`config.mk`:
```
export PLATFORM = sky130hd
export DESIGN_NAME = noc_return_merge
export DESIGN_NICKNAME = d
export VERILOG_FILES = /design/src/rtl/noc_pkg.sv /design/src/rtl/noc_ret_fifo.sv /design/src/rtl/noc_return_merge.sv
export SDC_FILE = /design/constraint.sdc
export NUM_CORES = 1
export LEC_CHECK = 0
export CORE_UTILIZATION = 57
export CTS_CLUSTER_SIZE = 40
export DETAILED_ROUTE_END_ITERATION = 12
export DONT_BUFFER_PORTS = 1
export GPL_TIMING_DRIVEN = 1
export HOLD_SLACK_MARGIN = 0.15
export PLACE_DENSITY = 0.75
export SKIP_LAST_GASP = 1
export SLEW_MARGIN = 20
export SYNTH_ARGS = -nofsm -noshare
export SYNTH_HDL_FRONTEND = slang
export SYNTH_SLANG_ARGS = --single-unit
```
`constraint.sdc`:
```
create_clock -name clk -period 3.8 [get_ports clk]
set_clock_uncertainty 0.05 [all_clocks]
set_input_delay 0.57 -clock clk [delete_from_list [all_inputs] [get_ports clk]]
set_output_delay 0.57 -clock clk [all_outputs]
set_load 0.01 [all_outputs]
```
`src/rtl/noc_pkg.sv`:
```
// Shared types and constants for the NOC return-path merger.
package noc_pkg;

  localparam logic [7:0] NOP_DATA = 8'h00;
  localparam logic [7:0] DEV_BOX0 = 8'h40;
  localparam logic [7:0] DEV_BOX1 = 8'h41;

  typedef struct packed {
    logic       ctl;
    logic [7:0] data;
  } fifo_entry_t;

  typedef enum logic [0:0] {
    IDLE = 1'b0,
    SEND = 1'b1
  } merge_state_t;

endpackage

```
`src/rtl/noc_ret_fifo.sv`:
```
// Per-port byte FIFO; same-cycle write and pop both honoured, full/empty from pre-edge state.
module noc_ret_fifo
  import noc_pkg::*;
#(
  parameter int DEPTH = 32
) (
  input  logic        clk,
  input  logic        rst,
  input  logic        wr_en,
  input  fifo_entry_t wr_data,
  input  logic        rd_en,
  output logic        full,
  output logic        empty,
  output logic        one_left,
  output fifo_entry_t head,
  output logic        next_ctl
);

  localparam int AW = $clog2(DEPTH);

  logic [AW:0]   wr_ptr_q, wr_ptr_d;
  logic [AW:0]   rd_ptr_q, rd_ptr_d;
  logic [AW:0]   count;
  logic [AW-1:0] next_idx;
  logic          do_wr, do_rd;
  fifo_entry_t   mem_q [DEPTH];

  // Occupancy, accept/pop decisions and head lookahead for frame-end detection.
  always_comb begin
    count    = wr_ptr_q - rd_ptr_q;
    full     = (count == (AW+1)'(DEPTH));
    empty    = (count == {(AW+1){1'b0}});
    one_left = (count == (AW+1)'(1'b1));
    do_rd    = rd_en & ~empty;
    do_wr    = wr_en & (~full | do_rd);
    wr_ptr_d = wr_ptr_q + (AW+1)'(do_wr);
    rd_ptr_d = rd_ptr_q + (AW+1)'(do_rd);
    next_idx = rd_ptr_q[AW-1:0] + AW'(1'b1);
    head     = mem_q[rd_ptr_q[AW-1:0]];
    next_ctl = mem_q[next_idx].ctl;
  end

  always_ff @(posedge clk or posedge rst) begin
    if (rst) begin
      wr_ptr_q <= {(AW+1){1'b0}};
      rd_ptr_q <= {(AW+1){1'b0}};
    end else begin
      wr_ptr_q <= wr_ptr_d;
      rd_ptr_q <= rd_ptr_d;
    end
  end

  // Storage needs no reset: pointers alone define validity.
  always_ff @(posedge clk) begin
    if (do_wr) begin
      mem_q[wr_ptr_q[AW-1:0]] <= wr_data;
    end
  end

endmodule

```
`src/rtl/noc_return_merge.sv`:
```
// Merges the from-device byte streams of two boxes onto one stream,
// frame-atomic with round-robin arbitration over fully received frames.
module noc_return_merge
  import noc_pkg::*;
#(
  parameter int         FIFO_DEPTH = 32,
  parameter logic [7:0] NOP_DATA   = noc_pkg::NOP_DATA
) (
  input  logic       clk,
  input  logic       reset,
  input  logic       in0_ctl,
  input  logic [7:0] in0_data,
  input  logic       in1_ctl,
  input  logic [7:0] in1_data,
  output logic       out_ctl,
  output logic [7:0] out_data,
  output logic [1:0] ovf
);

  localparam int CW = $clog2(FIFO_DEPTH) + 1;

  logic [1:0]    in_ctl;
  logic [7:0]    in_data [2];
  logic [1:0]    wr_en, full, empty, one_left, next_ctl;
  logic [1:0]    pop, inc, dec, elig;
  fifo_entry_t   wr_data [2];
  fifo_entry_t   head    [2];

  logic [1:0]    in_frame_q, in_frame_d;
  logic [1:0]    ovf_q, ovf_d;
  logic [CW-1:0] frame_cnt_q [2];
  logic [CW-1:0] frame_cnt_d [2];
  merge_state_t  state_q, state_d;
  logic          gnt_q, gnt_d;
  logic          rr_q, rr_d;
  logic          pick;
  logic          out_ctl_q, out_ctl_d;
  logic [7:0]    out_data_q, out_data_d;

  always_comb begin
    in_ctl     = {in1_ctl, in0_ctl};
    in_data[0] = in0_data;
    in_data[1] = in1_data;
  end

  noc_ret_fifo #(.DEPTH(FIFO_DEPTH)) u_fifo0 (
    .clk      (clk),
    .rst      (reset),
    .wr_en    (wr_en[0]),
    .wr_data  (wr_data[0]),
    .rd_en    (pop[0]),
    .full     (full[0]),
    .empty    (empty[0]),
    .one_left (one_left[0]),
    .head     (head[0]),
    .next_ctl (next_ctl[0])
  );

  noc_ret_fifo #(.DEPTH(FIFO_DEPTH)) u_fifo1 (
    .clk      (clk),
    .rst      (reset),
    .wr_en    (wr_en[1]),
    .wr_data  (wr_data[1]),
    .rd_en    (pop[1]),
    .full     (full[1]),
    .empty    (empty[1]),
    .one_left (one_left[1]),
    .head     (head[1]),
    .next_ctl (next_ctl[1])
  );

  // Capture: a command or NOP closes the open frame; body bytes outside a frame are dropped.
  always_comb begin
    for (int p = 0; p < 2; p++) begin
      wr_en[p]      = 1'b0;
      wr_data[p]    = '{ctl: 1'b0, data: in_data[p]};
      inc[p]        = 1'b0;
      in_frame_d[p] = in_frame_q[p];
      if (in_ctl[p]) begin
        inc[p] = in_frame_q[p];
        if (in_data[p] != NOP_DATA) begin
          wr_en[p]       = 1'b1;
          wr_data[p].ctl = 1'b1;
          in_frame_d[p]  = 1'b1;
        end else begin
          in_frame_d[p]  = 1'b0;
        end
      end else if (in_frame_q[p]) begin
        wr_en[p] = 1'b1;
      end else begin
        wr_en[p] = 1'b0;
      end
      ovf_d[p]       = ovf_q[p] | (wr_en[p] & full[p] & ~pop[p]);
      frame_cnt_d[p] = frame_cnt_q[p] + CW'(inc[p]) - CW'(dec[p]);
    end
  end

  // Arbiter/sender: the last granted port loses ties; a frame ends at the next stored command.
  always_comb begin
    state_d    = state_q;
    gnt_d      = gnt_q;
    rr_d       = rr_q;
    pick       = 1'b0;
    pop        = 2'b00;
    dec        = 2'b00;
    out_ctl_d  = 1'b1;
    out_data_d = NOP_DATA;
    elig       = {frame_cnt_q[1] != {CW{1'b0}}, frame_cnt_q[0] != {CW{1'b0}}};
    case (state_q)
      IDLE: begin
        if (elig == 2'b11) begin
          pick = rr_q;
        end else begin
          pick = elig[1];
        end
        if (elig != 2'b00) begin
          gnt_d     = pick;
          rr_d      = ~pick;
          dec[pick] = 1'b1;
          state_d   = SEND;
        end else begin
          state_d   = IDLE;
        end
      end
      SEND: begin
        if (empty[gnt_q]) begin
          state_d = IDLE;
        end else begin
          pop[gnt_q] = 1'b1;
          out_ctl_d  = head[gnt_q].ctl;
          out_data_d = head[gnt_q].data;
          if (one_left[gnt_q] | next_ctl[gnt_q]) begin
            state_d = IDLE;
          end else begin
            state_d = SEND;
          end
        end
      end
      default: begin
        state_d = IDLE;
      end
    endcase
  end

  always_ff @(posedge clk or posedge reset) begin
    if (reset) begin
      in_frame_q     <= 2'b00;
      ovf_q          <= 2'b00;
      frame_cnt_q[0] <= {CW{1'b0}};
      frame_cnt_q[1] <= {CW{1'b0}};
      state_q        <= IDLE;
      gnt_q          <= 1'b0;
      rr_q           <= 1'b0;
      out_ctl_q      <= 1'b1;
      out_data_q     <= NOP_DATA;
    end else begin
      in_frame_q     <= in_frame_d;
      ovf_q          <= ovf_d;
      frame_cnt_q[0] <= frame_cnt_d[0];
      frame_cnt_q[1] <= frame_cnt_d[1];
      state_q        <= state_d;
      gnt_q          <= gnt_d;
      rr_q           <= rr_d;
      out_ctl_q      <= out_ctl_d;
      out_data_q     <= out_data_d;
    end
  end

  assign out_ctl  = out_ctl_q;
  assign out_data = out_data_q;
  assign ovf      = ovf_q;

endmodule
```
======== Word level (Yosys, flattened, before mapping) ========
Memories as Yosys holds them, arrays and structs flattened.
Cells that the tools add are included.
word-level totals
  memory bits (writable) .................. 576
  output and inout bits ................... 11
  bits of input ports ..................... 20
  memories ................................ 2
  bits in registers ....................... 52
  word-level logic and storage cells ...... 111
memories
  memory         words  width  rd ports  clocked after memory_dff  wr ports  RTL line            text
  u_fifo0.mem_q  32     9      2         0                         1         noc_ret_fifo.sv:26  fifo_entry_t mem_q [DEPTH];
  u_fifo1.mem_q  32     9      2         0                         1         noc_ret_fifo.sv:26
cells by class
  magnitude comparators ................... 5
  bitwise operators ....................... 22
  reduce and logical (&&, ||, !) cells .... 10
  mux-type cells .......................... 41
  add/sub/neg operators ................... 12
  equal/unequal tests ..................... 5
operators with widths
  operator             number
  $add 6x1->6          6
  $mux 1               29
  $mux 9               3
  $mux 8               2
  $reduce_bool 8->1    2
  $eq 6x1->1 const B   2
  $eq 6x6->1 const B   2
  $logic_not 6->1      2
  $reduce_bool 6->1    2
  $sub 6x1->6          2
  $sub 6x6->6          2
  $add 5x1->5 const B  2
  $and 1x1->1          8
  $mux 2               4
  $not 1->1            8
  $or 1x1->1           5
  $lt 1x2->1 const B   2
  $demux 1 s1          2
  $eq 2x2->1 const B   1
  $ge 1x1->1 const B   2
  $ge 2x2->1 const B   1
  $logic_and 1x1->1    2
  $not 1->2            1
  $pmux 1 s2           1
  2 further kinds      2

======== Depth between registers and ports, before layout ========
  word-level depth ........................ 11
  depth in mapped cells ................... 17
  depth with buffers taken out ............ 16

======== Cells and area by module ========
Synthesis repeated with hierarchy kept, for this count alone.
unflattened totals
  cells, all modules ...................... 1,498
  area, all modules ....................... 26,532.9 sq um
modules (own cells, without submodules)
  module                  instances  seq. area each (sq um)  cells an instance  area an instance (sq um)
  noc_ret_fifo (u_fifo0)  1          8,948.6                 678                12,494.5
  noc_ret_fifo (u_fifo1)  1          8,948.6                 673                12,478.2
  noc_return_merge        1          701.9                   147                1,560.2

======== Worst setup path after synthesis ========
OpenSTA, ideal clock, no wires.
  kind .................................... register to register
  start ................................... register u_fifo1.rd_ptr_q[3]
  end ..................................... memory u_fifo1.mem_q[16][0] (netlist bit) (enable)
  data required time ...................... 3.363 ns
  period minus slack after synthesis ...... 3.487 ns
  path buffers ............................ 4
  arrival ................................. 3.050 ns
  slack ................................... 0.313 ns
  cell stages (with the launch flop) ...... 14
  setup time .............................. 0.387 ns
  path through ............................ dfrtp_1 -> clkbuf_1 -> buf_6 -> inv_1 -> ha_1 -> or2_1 -> o22ai_1 -> xnor2_1 -> or3b_1 -> nor3b_2 -> nand2b_1 -> buf_4 -> buf_6 -> nor3_1
on the way
  cells in the longest elaborated chain, start to end .. 11
  elaborated cells between the ends (all ways) .. 14
  those cells by class .................... add/sub: 1; eq/ne: 1; mux: 6; bitwise: 5; reduce/logical: 1
RTL lines
  what                                        RTL line                 text
  start: declaration                          noc_ret_fifo.sv:22       logic [AW:0] rd_ptr_q, rd_ptr_d;
  start signal: assignment                    noc_ret_fifo.sv:46       rd_ptr_q <= {(AW+1){1'b0}};
  start signal: assignment                    noc_ret_fifo.sv:49       rd_ptr_q <= rd_ptr_d;
  $sub 6x6->6 (*)                             noc_ret_fifo.sv:30       count = wr_ptr_q - rd_ptr_q;
  $logic_not 6->1                             noc_ret_fifo.sv:32       empty = (count == {(AW+1){1'b0}});
  $mux 1 (not written as such) (2 in series)  noc_return_merge.sv:126  if (empty[gnt_q]) begin
  $mux 2                                      noc_return_merge.sv:126
  $mux 2                                      noc_return_merge.sv:109  case (state_q)
  $and 1x1->1                                 noc_ret_fifo.sv:34       do_rd = rd_en & ~empty;
  $or 1x1->1 (*)                              noc_ret_fifo.sv:35       do_wr = wr_en & (~full | do_rd);
  $and 1x1->1 (*)                             noc_ret_fifo.sv:35
  $mux 1 (*)                                  noc_ret_fifo.sv:55       if (do_wr) begin
  $mux 1 (not written as such) (*)            noc_ret_fifo.sv:56       mem_q[wr_ptr_q[AW-1:0]] <= wr_data;
  end: declaration                            noc_ret_fifo.sv:26
Mark *: on every way between the ends. The rest lies on a longest branch, timed or not. The select of a mux whose other input is x is not followed.

======== Worst setup path in the final report ========
  start ................................... register u_fifo1.rd_ptr_q[0]
  end ..................................... memory u_fifo1.mem_q[16][5] (netlist bit) (enable)
The elaborated chain is that of the path after synthesis.

==> key figures <==
Worst setup path
  • Reg2Reg Depth: 10
  • Critical Path Source: u_fifo1.rd_ptr_q[0]
  • Slowest CP cell: nor3_1
  • Buf+Inv Stages, Crit Path: 1
  • Reg2Reg Setup Slack: 180 ps
  • Worst path required time: 3990 ps
  • Worst setup SP type: register
  • Worst R2R End: u_fifo1.mem_q[16][5]
  • Delay-heaviest family, CP: simple AND/OR/NAND/NOR gates
  • Reg2reg start: u_fifo1.rd_ptr_q[0]
  • Worst path max stage delay: 900 ps
  • Critical path class: register to register
  • Worst EP arrival: 3810 ps
  • Worst Setup End Kind: register
  • Critical path, cell by cell: ha_1 > fa_1 > nor2b_1 > o22ai_1 > xnor2_1 > or3b_1 > nor3b_2 > nand2b_2 > buf_12 > nor3_1
  • CP Capture Point: u_fifo1.mem_q[16][5]
  • Crit path max fanout: 17
  • Critical path depth: 10

Timing
  • Final period util: 0.954
  • Worst slew margin: 0.256
  • Setup_tns: 0 ps
  • RSZ-0062 raised after global routing: yes
  • Worst slew pin tran: 1110 ps
  • Max Clk Rate: 276 MHz
  • Final worst slack: 176 ps
  • Worst Hold Slack: 163 ps
  • Final hold vios: 0
  • Max Slew Vio Count: 0
  • Min Tclk post-route: 3620 ps
  • Final setup vio count: 0

Place
  • Final HPWL DP: 34.7 mm
  • Post-Place Worst Slack: 103 ps
  • RePlAce Congestion: 0.897
  • Count of buffers from port buffering: 0
  • Dpl cell area: 26800 um^2
  • Placed instance count: 1872

Clock tree
  • CTS tree: built
  • Clock slew at reported path FFs: 60 ps
  • Clock Latency Late Sink: 630 ps
  • Clock tree buffer depth: 3
  • Root Driver: clkbuf_16
  • Num CTS Buffers: 61
  • CTS Sinks: 628
  • H-tree Lvls: 2
  • Post-CTS Setup Bufs: 0

Synthesis
  • Seq/Total Area, Yosys: 0.712
  • Post-synth EDFFs: 576
  • Largest family of logic cells by synthesized area: multiplexers
  • Synthesis-stage register bit count: 628
  • Mapped Area: 26100 um^2
  • Syn_area_per_cell: 20.0 um^2
  • Synth Area in Compound Gates: 0.0179
  • Cell variety after synth: 60
  • Synth area leaders: edfxtp_1 (66%), mux4_2 (16%), dfrtp_1 (4.9%), ha_1 (1.7%), mux4_1 (1.0%)
  • Syn_nets: 1364
  • Simple-Gate Fraction of Synth Area: 0.0396
  • Xor/xnor share of the synthesized area: 0.0131
  • Mux cell area share after synthesis: 0.175
  • Synth Area in Adders: 0.0203
  • Gate count of the mapped netlist: 1304
  • Post-synth top area share: 0.662
  • Synth warn: 0
  • Ys async rst share: 0.0828
  • Cell taking the most area after synthesis: edfxtp_1
  • Top_reg_cell synth: edfxtp_1

Route
  • Routed vias: 13229
  • DRT antenna net count: 0
  • Final wirelength: 59.7 mm
  • Initial detailed-routing violation count: 1887
  • DR pass1 iterations: 6
  • Wire per inst: 29.8 um
  • DR vias/cell: 6.59
  • # DRC: 0

Floorplanning
  • IO Count: 31
  • Die Area: 46700 um^2
  • Row cnt: 78
  • CORE AREA: 45300 um^2
  • Initial core utilization: 0.577
  • Die Wd: 216 um
  • Die H: 216 um

GRT
  • Antenna violations before repair: 3
  • Largest net degree at the start of global routing: 84
  • Aggregate global routing overflow: 0
  • GRT Util Overall: 0.262
  • Vias in the first global route: 12985
  • First-pass GRT wire length: 87.6 mm

Run status
  • Status: finished, final reports clean

Finish
  • Cell area after layout: 29300 um^2
  • Area growth syn-to-layout: 12.4%
  • Post-layout util: 0.648
  • Share of layout cells above drive strength 1: 0.267
  • Post-layout net count: 1416
  • Final Non-Filler Cells: 2007

Run
  • Max cap viols: 0

Pwr
  • Static leakage: 9.70 nW
  • Pwr dens: 823 nW/um^2
  • Worst VDD drop: 0.532 mV
  • Tot Pwr: 24.1 mW

Worst hold path
  • Worst hold path class: primary input to register
[kinds of logic after synthesis]
group,after synthesis
fa+ha+maj,40
mux,204
compound gates,73
flops,628
simple gates,216
buf+inv,104
xor+xnor,39
[layout by cell type (no fill, tap or decap), drive strengths merged, types with 10 or more instances in the layout]
master,count
ha,36
dfrtp,51
nand3,28
xnor2,22
buf,46
xor2,17
bufinv,10
clkinv,24
a21oi,21
nor3,41
nand2,51
edfxtp,576
nor2,55
clkbuf,73
o21ai,19
mux4,198
inv,45
[state kept, by name, indices dropped and copies added (netlist names)]
signal,flops
frame_cnt_q,12
gnt_q,1
in_frame_q,2
out_ctl,1
out_data,8
ovf,2
rr_q,1
state_q,1
u_fifo0.mem_q,288
u_fifo0.rd_ptr_q,6
u_fifo0.wr_ptr_q,6
u_fifo1.mem_q,288
u_fifo1.rd_ptr_q,6
u_fifo1.wr_ptr_q,6
[synthesized netlist by cell type, types with 4 or more instances]
library cell / count
a21o_1: 5
a21oi_1: 21
a31oi_1: 4
and3_1: 5
buf_2: 23
buf_4: 8
buf_6: 12
clkbuf_1: 17
dfrtp_1: 51
edfxtp_1: 576
fa_1: 4
ha_1: 36
inv_1: 38
inv_2: 4
mux2i_1: 4
mux4_1: 10
mux4_2: 185
nand2_1: 51
nand3_1: 28
nand3b_1: 8
nor2_1: 55
nor2b_1: 4
nor3_1: 40
nor4_1: 4
o21ai_0: 19
or3_1: 4
xnor2_1: 22
xor2_1: 17
[routing by layer]
layer	track usage	routed length (um)	part of all wire
met1	0.394	24000	0.40
met2	0.372	26900	0.45
met3	0.0872	7380	0.12
met4	0.0671	1280	0.021
met5	0.0146	98	0.0016
[power breakdown]
part	internal (mW)	switching (mW)
Clock	3.63	2.57
Sequential	8.67	0.436
Combinational	3.89	4.95
Total	16.2	7.96
[area by class of cell]
type / count / area [um^2]
clock inverters: 41 / 484
inverters: 42 / 158
well taps: 600 / 751
multi-input cells: 572 / 7120
clock buffers: 72 / 1570
flip-flops and latches: 628 / 18600
repair buffers: 51 / 648
fillers: 2910 / 15900
diodes: 1 / 2.50
[repair_timing]
item	4_1_cts	5_1_grt
resized for setup	0	1
hold buffers	20	0
hold endpoints to repair	529	0
setup endpoints to repair	0	1
[worst min-delay path by stage]
stage                                   start                  end  slack, ps  cells past startpoint
after floorplan           u_fifo1.wr_ptr_q[5]  u_fifo1.wr_ptr_q[5]        410                      1
after global placement                  reset      frame_cnt_q[10]        390                      1
after detailed placement                reset      frame_cnt_q[11]        390                      1
after CTS                             in0_ctl       frame_cnt_q[6]        150                      2
after global routing                  in0_ctl       frame_cnt_q[6]        170                      2
final                                 in0_ctl       frame_cnt_q[6]        160                      2
Power figures use the tool's default switching activity.
